### config.mk
export PLATFORM = sky130hd
export DESIGN_NAME = icache_l15_miss_queue
export DESIGN_NICKNAME = d
export VERILOG_FILES = /design/src/rtl/icache_l15_miss_queue.sv
export SDC_FILE = /design/constraint.sdc
export NUM_CORES = 1
export LEC_CHECK = 0
export CAP_MARGIN = 10
export CORE_AREA = 2 2 438 440
export CTS_CLUSTER_DIAMETER = 50
export DETAILED_ROUTE_END_ITERATION = 10
export DIE_AREA = 0 0 440 442
export GPL_TIMING_DRIVEN = 1
export SLEW_MARGIN = 25
export SYNTH_ARGS = -nofsm -noshare
export SYNTH_HDL_FRONTEND = slang
export SYNTH_SLANG_ARGS = --single-unit
### constraint.sdc
create_clock -name clk_i -period 4.1 [get_ports clk_i]
set_input_delay 0.82 -clock clk_i [delete_from_list [all_inputs] [get_ports clk_i]]
set_output_delay 0.82 -clock clk_i [all_outputs]
set_load 0.01 [all_outputs]
### src/rtl/icache_l15_miss_queue.sv
// I$ line-miss queue: buffers core misses, issues one at a time to the L1.5 adapter, returns refills.
// Latency: request visible to L1.5 the cycle after enqueue; refill forwarded to core in the same cycle.
// Backpressure: none toward the core (full FIFO drops + sticky overflow); valid/ready toward L1.5.
module icache_l15_miss_queue #(
  parameter int ADDR_WIDTH = 40,
  parameter int DATA_WIDTH = 512,
  parameter int LINE_BYTES = 64,
  parameter int DEPTH      = 2
) (
  input  logic                  clk_i,
  input  logic                  reset_l,
  input  logic                  core_req_valid_i,
  input  logic [ADDR_WIDTH-1:0] core_req_paddr_i,
  input  logic                  flush_i,
  output logic                  l15_req_valid_o,
  input  logic                  l15_req_ready_i,
  output logic [ADDR_WIDTH-1:0] l15_req_paddr_o,
  input  logic                  l15_resp_valid_i,
  input  logic [DATA_WIDTH-1:0] l15_resp_data_i,
  output logic                  core_resp_valid_o,
  output logic [DATA_WIDTH-1:0] core_resp_data_o,
  output logic                  busy_o,
  output logic                  overflow_o,
  output logic                  spurious_o
);

  localparam int PW = $clog2(DEPTH);
  localparam int CW = PW + 1;
  localparam logic [ADDR_WIDTH-1:0] OFF_MASK = ADDR_WIDTH'(LINE_BYTES - 1);

  typedef enum logic [1:0] {
    IDLE      = 2'd0,
    WAIT      = 2'd1,
    WAIT_DROP = 2'd2
  } state_t;

  state_t                state, state_next;
  logic [ADDR_WIDTH-1:0] mem [DEPTH];
  logic [PW-1:0]         rd_ptr, wr_ptr, newest_idx;
  logic [CW-1:0]         count;
  logic [ADDR_WIDTH-1:0] inflight_addr;
  logic [ADDR_WIDTH-1:0] aligned_addr;
  logic                  fifo_full, fifo_empty;
  logic                  dup, pop, push, drop_full;
  logic                  spurious_set;

  assign aligned_addr = core_req_paddr_i & ~OFF_MASK;
  assign fifo_empty   = (count == '0);
  assign fifo_full    = (count == CW'(DEPTH));
  assign newest_idx   = wr_ptr - PW'(1);

  // A miss already queued last, or the one in flight, is merged rather than re-requested.
  // A miss being swallowed after flush is not a match: its refill never reaches the core.
  assign dup = (~fifo_empty & (mem[newest_idx] == aligned_addr)) |
               ((state == WAIT) & (inflight_addr == aligned_addr));

  assign pop       = l15_req_valid_o & l15_req_ready_i;
  assign push      = core_req_valid_i & ~flush_i & ~dup & (~fifo_full | pop);
  assign drop_full = core_req_valid_i & ~flush_i & ~dup & fifo_full & ~pop;

  assign l15_req_paddr_o  = mem[rd_ptr];
  assign core_resp_data_o = l15_resp_data_i;
  assign busy_o           = ~fifo_empty | (state != IDLE);

  // Miss FIFO storage, pointers and occupancy; flush empties it on the next cycle.
  always_ff @(posedge clk_i or negedge reset_l) begin
    if (!reset_l) begin
      for (int i = 0; i < DEPTH; i++) mem[i] <= '0;
      rd_ptr <= '0;
      wr_ptr <= '0;
      count  <= '0;
    end else if (flush_i) begin
      rd_ptr <= '0;
      wr_ptr <= '0;
      count  <= '0;
    end else begin
      if (push) begin
        mem[wr_ptr] <= aligned_addr;
        wr_ptr      <= wr_ptr + PW'(1);
      end
      if (pop) rd_ptr <= rd_ptr + PW'(1);
      count <= count + CW'(push) - CW'(pop);
    end
  end

  // Capture the issued address so later requests to the same line merge with it.
  always_ff @(posedge clk_i or negedge reset_l) begin
    if (!reset_l)  inflight_addr <= '0;
    else if (pop)  inflight_addr <= l15_req_paddr_o;
  end

  // Sticky error flags, cleared only by reset.
  always_ff @(posedge clk_i or negedge reset_l) begin
    if (!reset_l) begin
      overflow_o <= 1'b0;
      spurious_o <= 1'b0;
    end else begin
      if (drop_full)    overflow_o <= 1'b1;
      if (spurious_set) spurious_o <= 1'b1;
    end
  end

  // FSM state register.
  always_ff @(posedge clk_i or negedge reset_l) begin
    if (!reset_l) state <= IDLE;
    else          state <= state_next;
  end

  // FSM next state: a flush while waiting turns the in-flight miss into one to be swallowed.
  always_comb begin
    state_next = state;
    case (state)
      IDLE:      if (pop) state_next = flush_i ? WAIT_DROP : WAIT;
      WAIT: begin
        if (l15_resp_valid_i) state_next = IDLE;
        else if (flush_i)     state_next = WAIT_DROP;
      end
      WAIT_DROP: if (l15_resp_valid_i) state_next = IDLE;
      default:   state_next = IDLE;
    endcase
  end

  // FSM outputs: issue only from IDLE, forward refills only for a live miss.
  always_comb begin
    l15_req_valid_o   = 1'b0;
    core_resp_valid_o = 1'b0;
    spurious_set      = 1'b0;
    case (state)
      IDLE: begin
        l15_req_valid_o = ~fifo_empty;
        spurious_set    = l15_resp_valid_i;
      end
      WAIT:    core_resp_valid_o = l15_resp_valid_i;
      default: ;
    endcase
  end

endmodule
==> impl_metrics.tcl, run 1 <==
set metrics [dict create \
    grt.total_usage 0.123 \
    irDropWorstVdd_uv 273 \
    htreeDepth 3 \
    critPathCaptureType "flop" \
    ant_nets 0 \
    row_count 160 \
    wl_per_cell_um 41.2 \
    drc 0 \
    numPortBuffers 78 \
    io_pins 1115 \
    setup_viol 0 \
    postSynthAreaPerCell_um2 10.2 \
    cts_tree "done" \
    avgViaCountPerCell 1.60 \
    min_period_ps 3540 \
    grt_pass1_wl_um 136000 \
    holdBufCountCts 0 \
    gp_congestion 0.745 \
    clkTransAtPathRegs_ps 70 \
    yosys_warnings 0 \
    drive_above_1_share 0.328 \
    tightest_slew_ps 982 \
    synth.distinct_cells 31 \
    grt_max_degree 66 \
    regArea_mm2 0.00275 \
    fin_nets 1073 \
    area_growth_pct 3.68 \
    yosysTopAreaCell "buf_4" \
    grt_pass1_vias 4948 \
    power_density_mw_per_mm2 588 \
    required_ps 4330 \
    cts_resized 0 \
    netlist_area_mm2 0.00963 \
    rrSetupSlack_ps 810 \
    synth-seq-cells 110 \
    slew_viol_final 0 \
    cap_violations 0 \
    rsz0062_at_grt "no" \
    layoutNonFillerInstCount 3029 \
    hold_viol_final 0 \
    r2r_cells 9 \
    synth_top_area_share 0.405 \
    cp-endpoint "mem[59]" \
    post-route-period-util 0.864 \
    die_x_um 440 \
    worst_skew_pair.late_latency_ps 350 \
    status "completed" \
    start_util 0.0508 \
    cts_inserted_buffers 9 \
    cp_max_fo 19 \
    p_leak_nw 2.74 \
    dpl.hpwl_um 117000 \
    drt_first_iter_violations 206 \
    syn_inst 944 \
    synth_area_leaders "buf_4 40%, dfrtp_1 29%, mux2_2 16%, xnor2_1 6.4%, mux2i_1 3.5%" \
    worstReg2RegStart "wr_ptr" \
    placed_cells 3013 \
    slew_headroom 0.343 \
    finalWirelength_um 125000 \
    die_y_um 442 \
    r2r-end "mem[59]" \
    skew_ps 8.23 \
    cts.sinks 110 \
    drtPass1Iterations 6 \
    finalSetupTns_ps 0 \
    cts_buffer_depth 2 \
    startpoint "core_req_paddr_i[36]" \
    clock.fmax_ghz 0.282 \
    grt_overflow 0 \
    crit_type "input pin to flop" \
    dr_total_vias 4859 \
    grt_antenna_before_repair 16 \
    fill_cells 22200 \
    post_cts_buffers 0 \
    cts_root_buffer "clkbuf_16" \
    yosysSeqAreaShare 0.286 \
    die_area_mm2 0.194 \
    core_mm2 0.190 \
    diodes 0 \
    min_path_type "flop to flop" \
    arrival_ps 3780 \
    cp-start-kind "input pin" \
    multi_input_area_mm2 0.00288 \
]
[registers in the layout, indices dropped and copies added (netlist names)]
register and cells:
spurious_o 1, overflow_o 1, inflight_addr 34, rd_ptr 1
wr_ptr 1, state 2, count 2, mem 68
[synthesized netlist by cell type]
master,instances
inv_1,1
a31o_2,1
or3_1,1
nor2b_1,4
buf_6,9
clkbuf_1,1
nor3b_2,1
mux2_2,136
xor2_1,1
mux2i_1,34
xnor2_1,70
a21oi_1,1
dfrtp_1,110
a21o_1,2
nor3_1,2
nor3b_1,1
ha_1,2
nand2_1,4
o21ai_0,1
buf_1,6
inv_2,1
buf_4,519
conb_1,1
and2_1,1
nor4_1,9
a31oi_1,1
nor2_1,5
nand3_1,2
nand2b_1,5
nor3_2,3
nand4_1,9
[stage by stage]
stage                     worst slack [ps]  total power [mW]  utilization  cell area [um^2]  hold WS (ps)
final                                  557              5.87       0.0527              9990           458
after global placement                 213              5.11       0.0511              9690           447
after global routing                   431              6.28       0.0527              9990           476
after CTS                              549              6.08       0.0527              9990           461
after floorplan                       1610              4.13            -              9650           493
after detailed placement               204              5.17       0.0511              9690           444
[kinds of logic after synthesis]
family / share of synthesized area
buffers and inverters: 0.419
multiplexers: 0.194
flip-flops: 0.286
XOR/XNOR: 0.0646
AND/OR/NAND/NOR: 0.0296
AO/OA/AOI/OAI: 0.00416
adder cells (fa/ha/maj): 0.00260
other: 0.000389
[final cells by class]
class,instances,area share
clock inverter,7,0.00752
inverter,2,0.000752
sequential,110,0.276
clock buffer,9,0.0226
tap,2511,0.315
multi-input combinational,302,0.288
timing repair buffer,88,0.0905
[where the power goes]
group | internal, mW | leakage [nW] | switching [mW] | total [mW]
registers | 1.61 | 1.31 | 0.391 | 2.00
clock network | 0.477 | 0.149 | 0.413 | 0.890
logic | 1.53 | 1.29 | 1.44 | 2.98
[critical path, cell delays in order]
cell and delay, ps:
clkdlybuf4s50_1 630, xnor2_1 170, nand4_1 180, nor4_1 70
a31oi_1 220, nand2b_1 200, nor3_4 830, buf_12 270
mux2_2 360
[metal layers]
layer,wire (um),global-route usage
met5,269,0.00943
met2,63900,0.223
met4,4870,0.0432
met3,39600,0.184
met1,16100,0.0441
[worst min-delay path by stage]
stage | from | end | slack (ps) | depth (start not counted)
floorplan | spurious_o | spurious_o | 490 | 1
global placement | spurious_o | spurious_o | 450 | 1
detailed placement | spurious_o | spurious_o | 440 | 1
CTS | spurious_o | spurious_o | 460 | 1
global route | spurious_o | spurious_o | 480 | 1
finish | spurious_o | spurious_o | 460 | 1
[cell usage in the layout (no fill, tap or decap), drive strengths merged]
master         instances
inv                    2
clkbuf                 9
ha                     2
or3                    1
and2                   1
bufinv                 1
xnor2                 70
clkdlybuf4s50         77
conb                   6
nand2b                 5
a31oi                  1
mux2                 136
nor4                   9
mux2i                 34
nor3b                  2
nand3                  2
a21oi                  1
nand2                  4
a31o                   1
dfrtp                110
xor2                   1
o21ai                  1
nand4                  9
nor2b                  4
a21o                   2
nor3                   5
nor2                   5
clkinv                 6
buf                   11
Note: power is estimated with default switching activity, not from simulation.
==> run 2: changes to the inputs <==
CORE_AREA = 2 2 428 430   (was 2 2 438 440)
DIE_AREA = 0 0 430 432   (was 0 0 440 442)
clock period = 3.6 ns   (was 4.1 ns; I/O delays follow)
==> run 2 against run 1 <==
Power up 15%. Flip-flop and latch count unchanged. Clock power grew 9.0%. Global-route usage rose by 0.85 points. Combinational power is 19% higher. Core utilization increased by 0.22 points. Sequential share of layout area barely moved. Critical path type is now input pin to output port.
==> impl_metrics.tcl, run 2 (same netlist as run 1, synthesis figures left out) <==
set metrics [dict create \
    dpl_cell_area_mm2 0.00970 \
    skew_ps 21.8 \
    cpPeakStageDelay_ps 730 \
    holdBufCountCts 0 \
    drt-met1-wl_um 15200 \
    setup_viol 0 \
    htreeDepth 3 \
    setup_ws_ps 583 \
    worst-path-stages 3 \
    io_pins 1115 \
    path_delay_family "buffers and inverters" \
    largest_reg_flops 68 \
    numPortBuffers 78 \
    whs_ps 353 \
    grt_pass1_wl_um 139000 \
    drt_first_iter_violations 277 \
    dpl.hpwl_um 120000 \
    crit_chain "clkdlybuf4s50_1, and2_1, clkdlybuf4s50_1" \
    clkTransAtPathRegs_ps 90 \
    gp_congestion 0.753 \
    dr_total_vias 5030 \
    grt_max_degree 45 \
    clock.fmax_ghz 0.331 \
    met2WireLength_um 61600 \
    fill_cells 21200 \
    worstReg2RegStart "wr_ptr" \
    r2r_cells 11 \
    finalWirelength_um 128000 \
    post-route-period-util 0.838 \
    die_area_mm2 0.186 \
    wl_per_cell_um 43.6 \
    path_common_cell "clkdlybuf4s50_1" \
    cts_resized 0 \
    worst_skew_pair.late_latency_ps 370 \
    fin_nets 1092 \
    crit_type "input pin to output port" \
    hold_viol_final 0 \
    irDropWorstVdd_uv 294 \
    crit_buf_inv 2 \
    cp-start-kind "input pin" \
    p_leak_nw 2.83 \
    grt.total_usage 0.131 \
    slew_viol_final 0 \
    preCtsSetupSlack_ps 336 \
    required_ps 2880 \
    pwr-share-clk 0.143 \
    drive_above_1_share 0.348 \
    min_path_type "input pin to asynchronous set/reset pin" \
    startpoint "l15_resp_valid_i" \
    p_sw_frac 0.386 \
    dr_wl_met3_um 45900 \
    min_period_ps 3020 \
    post_cts_buffers 0 \
    drc 0 \
    grt_antenna_before_repair 16 \
    cts.sinks 110 \
    drtPass1Iterations 5 \
    cp_max_fo 4 \
    cts_tree "done" \
    cap_violations 0 \
    grt_overflow 0 \
    cts_buffer_depth 2 \
    internal_power_mw 4.15 \
    ant_nets 0 \
    tightest_slew_ps 675 \
    power_density_mw_per_mm2 678 \
    avgViaCountPerCell 1.72 \
    finalSetupTns_ps 0 \
    seq_power_share 0.333 \
    fin_area_mm2 0.00998 \
    arrival_ps 2300 \
    cts_inserted_buffers 9 \
    slew_headroom 0.550 \
    rsz0062_at_grt "no" \
    power.switching_mw 2.61 \
    top_regs "mem: 68 flops, inflight_addr: 34 flops" \
    cts_root_buffer "clkbuf_16" \
    grt_pass1_vias 4961 \
    row_count 157 \
    layout_common_cells "136 x mux2_2, 109 x dfrtp_1, 77 x clkdlybuf4s50_1, 70 x xnor2_1, 34 x mux2i_1" \
    status "completed" \
    die_y_um 432 \
    cp_slowest_cell "clkdlybuf4s50_1" \
    pwr-share-comb 0.524 \
    area_growth_pct 3.59 \
    max_flop_register "mem" \
    core_mm2 0.182 \
    start_util 0.0530 \
    final_common_cell "mux2_2" \
    top_layer "met5" \
    critPathCaptureType "output port" \
    die_x_um 430 \
]
## run 2: cell count changes in the layout (fill, tap and decap cells not counted), sizes merged
cell	before	now
clkbuf	9	13
clkinv	6	3
diode	0	1
buf	11	30
bufinv	1	0
## run 2: routing by layer
| metal | global-route usage | up-vias |
|---|---|---|
| met5 | 0.0273 | - |
| met1 | 0.0443 | 2149 |
| met4 | 0.0371 | 24 |
| li1 | - | 1712 |
| met3 | 0.225 | 167 |
| met2 | 0.223 | 978 |
## run 2: final cells by class
type	instances	area, um^2	share of cell area
Clock inverter	3	18.8	0.00188
Clock buffer	13	260	0.0261
Timing Repair Buffer	107	1070	0.107
Antenna cell	1	2.50	0.000251
Sequential cell	110	2750	0.276
Multi-Input combinational cell	302	2880	0.289
Inverter	2	7.51	0.000752
Tap cell	2385	2980	0.299
## run 2: path summary, 6_finish.rpt
path                       slack, ps                 to
max reg2reg                      820           count[0]
max                              580  core_resp_valid_o
min in group clk_i               490         spurious_o
min reg2reg                      490         spurious_o
min                              350         spurious_o
max in group asynchronous       2420            mem[77]
## run 2: power by group through the flow
stage | logic, mW | registers [mW] | clock network, mW
2_1_floorplan | 2.54 | 2.16 | 0
3_3_place_gp | 3.70 | 2.23 | 0
3_5_place_dp | 3.71 | 2.27 | 0
4_1_cts | 3.73 | 2.25 | 0.996
5_1_grt | 3.82 | 2.33 | 1.06
6_report | 3.55 | 2.25 | 0.970
## run 2: metrics by stage
| step | util | instances | power, mW |
|---|---|---|---|
| 2_1_floorplan | - | 949 | 4.70 |
| 3_3_place_gp | 0.0534 | 2906 | 5.93 |
| 3_5_place_dp | 0.0534 | 2906 | 5.98 |
| 4_1_cts | 0.0549 | 2922 | 6.97 |
| 5_1_grt | 0.0549 | 2922 | 7.22 |
| 6_report | 0.0549 | 2923 | 6.77 |
